$ cat config.mk
export PLATFORM = sky130hd
export DESIGN_NAME = nrs_ls_estimator_rx
export DESIGN_NICKNAME = d
export VERILOG_FILES = /design/src/rtl/nrs_pkg.sv /design/src/rtl/nrs_cmul_sign.sv /design/src/rtl/nrs_ls_estimator_rx.sv
export SDC_FILE = /design/constraint.sdc
export NUM_CORES = 1
export LEC_CHECK = 0
export ABC_AREA = 1
export CORE_MARGIN = 2
export CORE_UTILIZATION = 50
export DETAILED_ROUTE_END_ITERATION = 7
export PLACE_DENSITY = 0.69
export SLEW_MARGIN = 0
export SYNTH_ARGS = -nofsm -noshare
export SYNTH_HDL_FRONTEND = slang
export SYNTH_SLANG_ARGS = --single-unit
$ cat constraint.sdc
create_clock -name clk -period 9.55 [get_ports clk]
set_input_delay 1.91 -clock clk [delete_from_list [all_inputs] [get_ports clk]]
set_output_delay 1.91 -clock clk [all_outputs]
set_load 0.1 [all_outputs]
$ cat src/rtl/nrs_pkg.sv
// Shared NRS constants and the product rounding helper.
// The TX mapper and this receiver both import this package, so the pilot magnitude cannot drift between them.
package nrs_pkg;

  // Sample format: signed Q5.11.
  localparam int DATA_W = 16;
  localparam int FRAC   = 11;

  // Pilot magnitude a = 0.7071 in Q5.11.
  localparam logic [15:0] NRS_PILOT_MAG = 16'h05A8;

  // Width of a (DATA_W+1)-bit sum multiplied by the scale constant.
  localparam int PROD_W = 2 * DATA_W + 1;

  localparam logic signed [PROD_W-1:0] RND_HALF = PROD_W'(1) << (FRAC - 1);
  localparam logic signed [PROD_W-1:0] SAT_MAX  = PROD_W'((2 ** (DATA_W - 1)) - 1);
  localparam logic signed [PROD_W-1:0] SAT_MIN  = ~SAT_MAX;

  // Round half-up, drop the FRAC fraction bits, then clamp to the sample range.
  function automatic logic signed [DATA_W-1:0] sat_round(input logic signed [PROD_W-1:0] p);
    logic signed [PROD_W-1:0] rounded;
    logic signed [PROD_W-1:0] shifted;
    rounded = p + RND_HALF;
    shifted = rounded >>> FRAC;
    if (shifted > SAT_MAX) begin
      sat_round = SAT_MAX[DATA_W-1:0];
    end else if (shifted < SAT_MIN) begin
      sat_round = SAT_MIN[DATA_W-1:0];
    end else begin
      sat_round = shifted[DATA_W-1:0];
    end
  endfunction

endpackage

$ cat src/rtl/nrs_cmul_sign.sv
// Two-stage LS estimate for one pilot: H = Y * conj(X) with X = a*(s_r + j*s_i).
// Stage 1 strips the pilot signs using add/sub only.
// Stage 2 applies the common magnitude a, then rounds and saturates.
// A one-bit tag rides along with each sample.
module nrs_cmul_sign
  import nrs_pkg::*;
(
  input  logic                     clk,
  input  logic                     rst_n,
  input  logic                     valid_i,
  input  logic                     tag_i,
  input  logic signed [DATA_W-1:0] y_r_i,
  input  logic signed [DATA_W-1:0] y_i_i,
  input  logic                     c_r_i,
  input  logic                     c_i_i,
  output logic                     valid_o,
  output logic                     tag_o,
  output logic signed [DATA_W-1:0] h_r_o,
  output logic signed [DATA_W-1:0] h_i_o
);

  localparam int SUM_W = DATA_W + 1;
  localparam logic signed [PROD_W-1:0] SCALE_X = PROD_W'(NRS_PILOT_MAG);

  logic signed [SUM_W-1:0]  yr_x, yi_x;
  logic signed [SUM_W-1:0]  yr_sr, yi_sr, yr_si, yi_si;
  logic signed [SUM_W-1:0]  sum_r_d, sum_i_d;
  logic signed [SUM_W-1:0]  sum_r_q, sum_i_q;
  logic                     s1_valid_q, s1_tag_q;
  logic signed [PROD_W-1:0] prod_r, prod_i;
  logic signed [DATA_W-1:0] h_r_d, h_i_d;
  logic signed [DATA_W-1:0] h_r_q, h_i_q;
  logic                     h_valid_q, h_tag_q;

  // Sign-extend the inputs by one bit so that negating -2^(DATA_W-1) cannot wrap.
  assign yr_x = SUM_W'(y_r_i);
  assign yi_x = SUM_W'(y_i_i);

  // Stage-1 sums: sum_r = s_r*y_r + s_i*y_i and sum_i = s_r*y_i - s_i*y_r.
  always_comb begin
    yr_sr   = c_r_i ? -yr_x : yr_x;
    yi_sr   = c_r_i ? -yi_x : yi_x;
    yr_si   = c_i_i ? -yr_x : yr_x;
    yi_si   = c_i_i ? -yi_x : yi_x;
    sum_r_d = yr_sr + yi_si;
    sum_i_d = yi_sr - yr_si;
  end

  // Stage-1 register: the data only loads when an input sample is valid.
  always_ff @(posedge clk or negedge rst_n) begin
    if (!rst_n) begin
      s1_valid_q <= 1'b0;
      s1_tag_q   <= 1'b0;
      sum_r_q    <= '0;
      sum_i_q    <= '0;
    end else begin
      s1_valid_q <= valid_i;
      if (valid_i) begin
        s1_tag_q <= tag_i;
        sum_r_q  <= sum_r_d;
        sum_i_q  <= sum_i_d;
      end
    end
  end

  // Stage-2 magnitude scaling followed by rounding and saturation.
  always_comb begin
    prod_r = PROD_W'(sum_r_q) * SCALE_X;
    prod_i = PROD_W'(sum_i_q) * SCALE_X;
    h_r_d  = sat_round(prod_r);
    h_i_d  = sat_round(prod_i);
  end

  // Stage-2 register: the estimate holds its value between valid pulses.
  always_ff @(posedge clk or negedge rst_n) begin
    if (!rst_n) begin
      h_valid_q <= 1'b0;
      h_tag_q   <= 1'b0;
      h_r_q     <= '0;
      h_i_q     <= '0;
    end else begin
      h_valid_q <= s1_valid_q;
      if (s1_valid_q) begin
        h_tag_q <= s1_tag_q;
        h_r_q   <= h_r_d;
        h_i_q   <= h_i_d;
      end
    end
  end

  assign valid_o = h_valid_q;
  assign tag_o   = h_tag_q;
  assign h_r_o   = h_r_q;
  assign h_i_o   = h_i_q;

endmodule

$ cat src/rtl/nrs_ls_estimator_rx.sv
// NRS least-squares channel estimator, receive side.
// Produces a per-pilot estimate and an average over windows of 2^AVG_LOG2 pilots.
// A sym_start pulse restarts the averaging window.
module nrs_ls_estimator_rx
  import nrs_pkg::*;
#(
  parameter int AVG_LOG2 = 1
)(
  input  logic                     clk,
  input  logic                     rst_n,
  input  logic                     nrs_valid,
  input  logic                     sym_start,
  input  logic signed [DATA_W-1:0] y_r,
  input  logic signed [DATA_W-1:0] y_i,
  input  logic                     c_r,
  input  logic                     c_i,
  output logic                     h_valid,
  output logic signed [DATA_W-1:0] h_r,
  output logic signed [DATA_W-1:0] h_i,
  output logic                     h_avg_valid,
  output logic signed [DATA_W-1:0] h_avg_r,
  output logic signed [DATA_W-1:0] h_avg_i
);

  localparam int ACC_W = DATA_W + AVG_LOG2;
  localparam int CNT_W = AVG_LOG2 + 1;
  localparam logic [CNT_W-1:0] WIN_LEN = CNT_W'(1) << AVG_LOG2;

  logic                     h_sym;
  logic signed [ACC_W-1:0]  acc_r_q, acc_i_q, acc_r_d, acc_i_d;
  logic signed [ACC_W-1:0]  acc_r_sum, acc_i_sum;
  logic [CNT_W-1:0]         cnt_q, cnt_d, cnt_sum;
  logic                     win_done;
  logic signed [DATA_W-1:0] avg_r_d, avg_i_d;
  logic signed [DATA_W-1:0] h_avg_r_q, h_avg_i_q;
  logic                     h_avg_valid_q;

  nrs_cmul_sign u_cmul (
    .clk     (clk),
    .rst_n   (rst_n),
    .valid_i (nrs_valid),
    .tag_i   (sym_start),
    .y_r_i   (y_r),
    .y_i_i   (y_i),
    .c_r_i   (c_r),
    .c_i_i   (c_i),
    .valid_o (h_valid),
    .tag_o   (h_sym),
    .h_r_o   (h_r),
    .h_i_o   (h_i)
  );

  // Window bookkeeping. A delayed sym_start seeds a new window, and a completed window clears the state.
  always_comb begin
    acc_r_sum = h_sym ? ACC_W'(h_r) : acc_r_q + ACC_W'(h_r);
    acc_i_sum = h_sym ? ACC_W'(h_i) : acc_i_q + ACC_W'(h_i);
    cnt_sum   = h_sym ? CNT_W'(1) : cnt_q + CNT_W'(1);
    win_done  = h_valid && (cnt_sum == WIN_LEN);
    acc_r_d   = acc_r_q;
    acc_i_d   = acc_i_q;
    cnt_d     = cnt_q;
    if (h_valid) begin
      if (win_done) begin
        acc_r_d = '0;
        acc_i_d = '0;
        cnt_d   = '0;
      end else begin
        acc_r_d = acc_r_sum;
        acc_i_d = acc_i_sum;
        cnt_d   = cnt_sum;
      end
    end
  end

  generate
    if (AVG_LOG2 == 0) begin : g_no_avg
      // A window holds a single pilot, so the average is the estimate itself.
      assign avg_r_d = acc_r_sum;
      assign avg_i_d = acc_i_sum;
    end else begin : g_avg
      localparam logic signed [ACC_W-1:0] AVG_HALF = ACC_W'(1) << (AVG_LOG2 - 1);
      logic signed [ACC_W-1:0]  rnd_r, rnd_i;
      logic [2*AVG_LOG2-1:0]    rnd_unused;
      // Round half-up. Taking the top DATA_W bits is the arithmetic shift, and the result cannot overflow.
      assign rnd_r      = acc_r_sum + AVG_HALF;
      assign rnd_i      = acc_i_sum + AVG_HALF;
      assign avg_r_d    = rnd_r[ACC_W-1:AVG_LOG2];
      assign avg_i_d    = rnd_i[ACC_W-1:AVG_LOG2];
      assign rnd_unused = {rnd_r[AVG_LOG2-1:0], rnd_i[AVG_LOG2-1:0]};
    end
  endgenerate

  // Averager state: accumulators, pilot counter, and the registered average output.
  always_ff @(posedge clk or negedge rst_n) begin
    if (!rst_n) begin
      acc_r_q       <= '0;
      acc_i_q       <= '0;
      cnt_q         <= '0;
      h_avg_valid_q <= 1'b0;
      h_avg_r_q     <= '0;
      h_avg_i_q     <= '0;
    end else begin
      acc_r_q       <= acc_r_d;
      acc_i_q       <= acc_i_d;
      cnt_q         <= cnt_d;
      h_avg_valid_q <= win_done;
      if (win_done) begin
        h_avg_r_q <= avg_r_d;
        h_avg_i_q <= avg_i_d;
      end
    end
  end

  assign h_avg_valid = h_avg_valid_q;
  assign h_avg_r     = h_avg_r_q;
  assign h_avg_i     = h_avg_i_q;

endmodule
==> results of run 1 <==
-- critical path, cell delays in order --
cell             delay (ns)
clkdlybuf4s50_1        0.72
inv_1                  0.93
o21ai_0                0.23
ha_1                   0.44
nand2_1                0.07
o21ai_0                0.29
inv_1                  0.07
o21ai_0                0.32
a31oi_1                0.18
o21ai_0                0.29
a21boi_0               0.16
nor2_1                 0.13
o21ai_0                0.11
nand2_1                0.07
nand2_1                0.05
nand3_1                0.06
o21ai_0                0.08
-- worst min-delay path by stage --
stage,start,end,slack (ns)
floorplan,u_cmul.s1_tag_q$_DFFE_PN0P_,u_cmul.s1_tag_q$_DFFE_PN0P_,0.44
global placement,h_avg_r[14]$_DFFE_PN0P_,h_avg_r[14]$_DFFE_PN0P_,0.46
detailed placement,h_avg_r[11]$_DFFE_PN0P_,h_avg_r[11]$_DFFE_PN0P_,0.47
CTS,h_avg_r[11]$_DFFE_PN0P_,h_avg_r[11]$_DFFE_PN0P_,0.49
global route,h_avg_i[14]$_DFFE_PN0P_,h_avg_i[14]$_DFFE_PN0P_,0.50
finish,h_avg_r[11]$_DFFE_PN0P_,h_avg_r[11]$_DFFE_PN0P_,0.48
-- metrics by stage --
| stage | instance area (µm²) | worst slack (ns) |
|---|---|---|
| after floorplan | 17800 | 4.69 |
| after CTS | 19800 | 3.77 |
| after detailed placement | 19200 | 3.30 |
| final | 19800 | 3.75 |
| after global routing | 19800 | 3.20 |
| after global placement | 19200 | 3.38 |
-- sequential cells by signal, indices dropped and copies added (netlist names) --
signal and cells:
u_cmul.valid_o 1, u_cmul.h_i_o 16, cnt_q 2, h_avg_i 16, h_avg_valid 1, h_avg_r 16, u_cmul.tag_o 1, acc_i_q 17
u_cmul.h_r_o 16, u_cmul.sum_r_q 16, u_cmul.s1_valid_q 1, acc_r_q 17, u_cmul.s1_tag_q 1, u_cmul.sum_i_q 17
-- area by class of cell --
type / instances / area, µm²
inverter: 438 / 1640
timing repair buffer: 111 / 1090
tap: 461 / 577
clock inverter: 15 / 216
sequential: 138 / 3450
multi-input combinational: 1925 / 12400
fill: 3442 / 15500
clock buffer: 17 / 425
-- cell usage in the layout (no fill, tap or decap), types with 9 or more instances in the layout --
cell             count
nand4_1             23
nand3b_1            18
nor2_2              10
nor3_1              25
nor2_4               9
ha_1               214
clkdlybuf4s50_1    102
nand2_2             34
or2_2               19
a31oi_1              9
xor2_1              61
nor2_1             148
clkbuf_16           17
o21ai_0            184
a21oi_1            100
inv_1              427
fa_1                92
dfrtp_1            138
nand3_1            129
xnor2_1             27
a21oi_2             11
nand2_1            719
-- synthesized netlist by cell type, drive strengths merged --
master,number,area share [%]
clkbuf,40,0.85
nor2,167,4.1
nand2,755,17
a211oi,4,0.17
nand3b,18,0.76
a21o,8,0.34
buf,12,0.51
and3,2,0.070
nand4,25,0.95
fa,92,10
ha,214,15
o21bai,8,0.34
and2,6,0.21
xnor2,28,1.4
clkinv,3,0.063
nor3,29,0.93
a21oi,111,3.4
or2,22,0.78
o22ai,2,0.070
nor3b,2,0.085
a21boi,6,0.25
o31ai,8,0.34
inv,435,9.2
a31oi,9,0.32
o21ai,192,5.4
o211ai,1,0.042
nor4,7,0.32
o21a,6,0.25
a32o,2,0.11
nand3,138,4.2
dfrtp,138,19
xor2,63,3.2
-- kinds of logic after synthesis --
logic type	synth area share [%]
adders and majority gates	25.5
DFF	19.4
and+or+nand+nor	28.9
buffers and inverters	10.6
xor gates and xnor gates	4.62
AOI/OAI and AO/OA	11.0
-- metal layers --
metal / track usage [%] / wire [µm] / vias up / part of all wire (%)
met2: 41.0 / 20000 / 274 / 47
met1: 30.6 / 19700 / 7389 / 47
met3: 2.71 / 1510 / 62 / 3.6
met5: 0 / 0 / - / 0
met4: 7.19 / 1030 / 0 / 2.4
li1: - / - / 8274 / -
==> run metrics, run 1 <==
outcome=complete, no violations; Die ar.=37,000 µm²; Clock Sinks=138; Critical Path RT=9.86 ns; TritonCTS clock tree=yes; vias in the first global route=15,500; DRT Wirelength=42.3 mm; hold_buf cts=0; R2R Path Start=u_cmul.sum_i_q[15]$_DFFE_PN0P_; Cell Area, Synth=17,800 µm²; TNS Setup=0 ns; Net Count, Synth=2,897; Port Buf Inserts=103; Synth Instances=2,553; final std cells w/o fill=3,105; Arrival @ worst endpoint=6.11 ns; r2r setup slk=4.24 ns; Core Area=35,300 µm²; Hold Path Class=reg -> reg; layout cell share with drive strength beyond 1=5.82%; FF-to-FF path depth=23; CP Launch Type=primary input; first-pass GRT wire length=71.7 mm; Avg Cell Area, Syn=6.95 µm²; starting density of the core=50.3%; sequential cell area fraction in the yosys report=19.4%; yosys warns=0; Die X=192 µm; 1st-iter DRT viols=848; # resized after CTS=0; router iterations before antenna repair=5; FF-to-FF End=u_cmul.h_i_o[10]$_DFFE_PN0P_; Yosys reg bits=138; Post-DP HPWL=34.8 mm; # Post-CTS Setup Buffers=0; Die Ht=192 µm; Max Cap Viol=0; GRT Resource Usage Total=23.5%; placed insts=3,073; CP startpoint=c_r; Hold Fails Final Rpt=0; largest net degree at the start of global routing=73; # IOs=104; Setup crit end=u_cmul.sum_i_q[15]$_DFFE_PN0P_; cts bufs inserted=17; DRC=0; wire per inst=13.6 µm; Finished Core Util=56.1%; clk slew on worst S/H paths=0.07 ns; # nets final=2,975; FMAX=173 MHz; gp weighted congestion=0.951; CTS H-Tree Depth=4; Antenna Nets Post-Route=0; # rows=69; clock tree buffer depth=2; via count=16,000; initial antenna violation count=0; count of cell types in the netlist=52; relative slew slack=29.2%; worst hold stages=2; Synth-to-Final Area Change=11.7%; Layout Skew=0.0175 ns; fin. max-slew vios=0; crit path capture type=flop; final setup fails=0; Worst Hold Slack=0.482 ns; total gr overflow=0; Root Buffer=clkbuf_16; fin crit share=60.7%; vias per std cell=5.15; Final min period=5.80 ns; Worst-Skew Late Latency=0.44 ns; Setup CP Type=in -> reg; Ant. Diodes=0; RSZ-0062 raised after global routing=false; actual slew at the worst max-slew pin=1.06 ns; crit-path max FO=47
Power of run 1 is not shown: default switching activity piles up to over one toggle a cycle in this logic, so the estimate is an artifact.
==> inputs of run 2 (changes only) <==
==> constraint.sdc (replaced) <==
create_clock -name clk -period 5.65 [get_ports clk]
set_input_delay 1.13 -clock clk [delete_from_list [all_inputs] [get_ports clk]]
set_output_delay 1.13 -clock clk [all_outputs]
set_load 0.1 [all_outputs]
==> run metrics, run 2 (same netlist as run 1, synthesis figures left out) <==
outcome=complete, no violations; Setup CP Type=reg -> reg; # rows=69 (unchanged); clock tree buffer depth=2 (unchanged); Ant. Diodes=0 (unchanged); # nets final=2,979 (+0.13%); Worst-Skew Late Latency=0.44 ns (about the same); CTS H-Tree Depth=4 (unchanged); TNS Setup=0 ns (unchanged); cell class contributing the biggest share of worst-path delay=adder cells; RSZ-0062 raised after global routing=false; first-pass GRT wire length=71.7 mm (about the same); vias in the first global route=15,300 (-1.4%); via count=15,800 (-0.95%); top flop regs=acc_i_q (17), acc_r_q (17), u_cmul.sum_i_q (17); DRT Wirelength=42.7 mm (+1.1%); Die X=192 µm (unchanged); Final min period=5.14 ns; fin. max-slew vios=0 (unchanged); total gr overflow=0 (unchanged); FF-to-FF End=u_cmul.h_r_o[2]$_DFFE_PN0P_; crit-path max FO=15 (-68%); # IOs=104 (unchanged); fin crit share=90.9%; Port Buf Inserts=103 (unchanged); Die Ht=192 µm (unchanged); Hold Fails Final Rpt=0 (unchanged); vias per std cell=5.10 (-1.1%); relative slew slack=28.9% (-0.34 points); GRT Resource Usage Total=23.7% (+0.13 points); worst path bufs/invs=6 (+3); Post-DP HPWL=35.4 mm (+1.7%); wire per inst=13.7 µm (+0.97%); Antenna Nets Post-Route=0 (unchanged); TritonCTS clock tree=yes; r2r setup slk=0.51 ns (-3.73 ns); FF-to-FF path depth=25 (+8.7%); most common cell after layout, fill and taps aside=nand2_1; # resized after CTS=0 (unchanged); final setup fails=0 (unchanged); Clock Sinks=138 (unchanged); Setup crit end=u_cmul.h_r_o[2]$_DFFE_PN0P_; Layout Skew=0.0164 ns (-0.00117 ns); Critical Path RT=5.95 ns (-3.91 ns); Root Buffer=clkbuf_16; R2R Path Start=u_cmul.sum_r_q[13]$_DFFE_PN0P_; Worst path max stage delay=0.52 ns (-0.41 ns); Crit path depth=25 (+8); Die ar.=37,000 µm² (unchanged); Core Area=35,300 µm² (unchanged); gp weighted congestion=0.917 (-3.6%); starting density of the core=50.3% (unchanged); FMAX=195 MHz; clk slew on worst S/H paths=0.07 ns (about the same); Crit-path slowest cell=fa_1; initial antenna violation count=0 (unchanged); Synth-to-Final Area Change=11.7% (about the same); filler cell count in the final layout=3,411 (-0.90%); # Post-CTS Setup Buffers=0 (unchanged); crit path capture type=flop; CP Launch Type=flop; commonest cells after routing, fill and taps aside=nand2_1, inv_1, ha_1; Arrival @ worst endpoint=5.44 ns (-0.67 ns); 1st-iter DRT viols=883 (+4.1%); DRC=0 (unchanged); Hold Path Class=reg -> reg; Finished Core Util=56.2% (about the same); actual slew at the worst max-slew pin=1.06 ns (+0.00509 ns); largest net degree at the start of global routing=92 (+26%); Max Cap Viol=0 (unchanged); layout cell share with drive strength beyond 1=5.97% (+0.14 points); hold_buf cts=0 (unchanged); router iterations before antenna repair=5 (unchanged); cts bufs inserted=17 (unchanged); CP startpoint=u_cmul.sum_r_q[13]$_DFFE_PN0P_
==> run 2: worst min-delay path, cell delays in order (launching register included) <==
cell,delay [ns]
dfrtp_1,0.34
nand2_1,0.05
nand2_1,0.06
==> run 2: routing by layer <==
| layer | vias to the layer above | routed length (µm) | global-route usage, % |
|---|---|---|---|
| met5 | - | 0 | 0 |
| met2 | 273 | 20800 | 42.7 |
| met3 | 36 | 1300 | 2.22 |
| li1 | 8273 | - | - |
| met4 | 0 | 546 | 4.84 |
| met1 | 7265 | 20000 | 30.7 |
==> run 2: how the worst min path moves through the flow <==
stage,start,cells after the start,endpoint
finish,h_avg_i[13]$_DFFE_PN0P_,2,h_avg_i[13]$_DFFE_PN0P_
global route,h_avg_r[13]$_DFFE_PN0P_,2,h_avg_r[13]$_DFFE_PN0P_
CTS,h_avg_i[0]$_DFFE_PN0P_,2,h_avg_i[0]$_DFFE_PN0P_
detailed placement,h_avg_i[0]$_DFFE_PN0P_,2,h_avg_i[0]$_DFFE_PN0P_
global placement,h_avg_r[0]$_DFFE_PN0P_,2,h_avg_r[0]$_DFFE_PN0P_
floorplan,u_cmul.s1_tag_q$_DFFE_PN0P_,2,u_cmul.s1_tag_q$_DFFE_PN0P_
==> run 2: layout make-up <==
cell class | count | area, µm² | share of cell area (%)
flip-flops and latches | 138 | 3450 | 17.4
well taps | 461 | 577 | 2.91
clock buffers | 17 | 425 | 2.15
inverters | 438 | 1640 | 8.29
multi-input cells | 1925 | 12400 | 62.6
repair buffers | 115 | 1120 | 5.66
clock inverters | 15 | 191 | 0.965
==> run 2: metrics by stage <==
| step | setup slack, ns | std cells | instance area [µm²] | hold WS, ns |
|---|---|---|---|---|
| after floorplan | 1.04 | 2553 | 17800 | 0.442 |
| after CTS | 0.480 | 3109 | 19800 | 0.487 |
| after global routing | 0.0735 | 3109 | 19800 | 0.497 |
| after detailed placement | 0.473 | 3077 | 19200 | 0.467 |
| final | 0.513 | 3109 | 19800 | 0.482 |
| after global placement | 0.545 | 3077 | 19200 | 0.463 |
Power of run 2 is left out for the same reason.
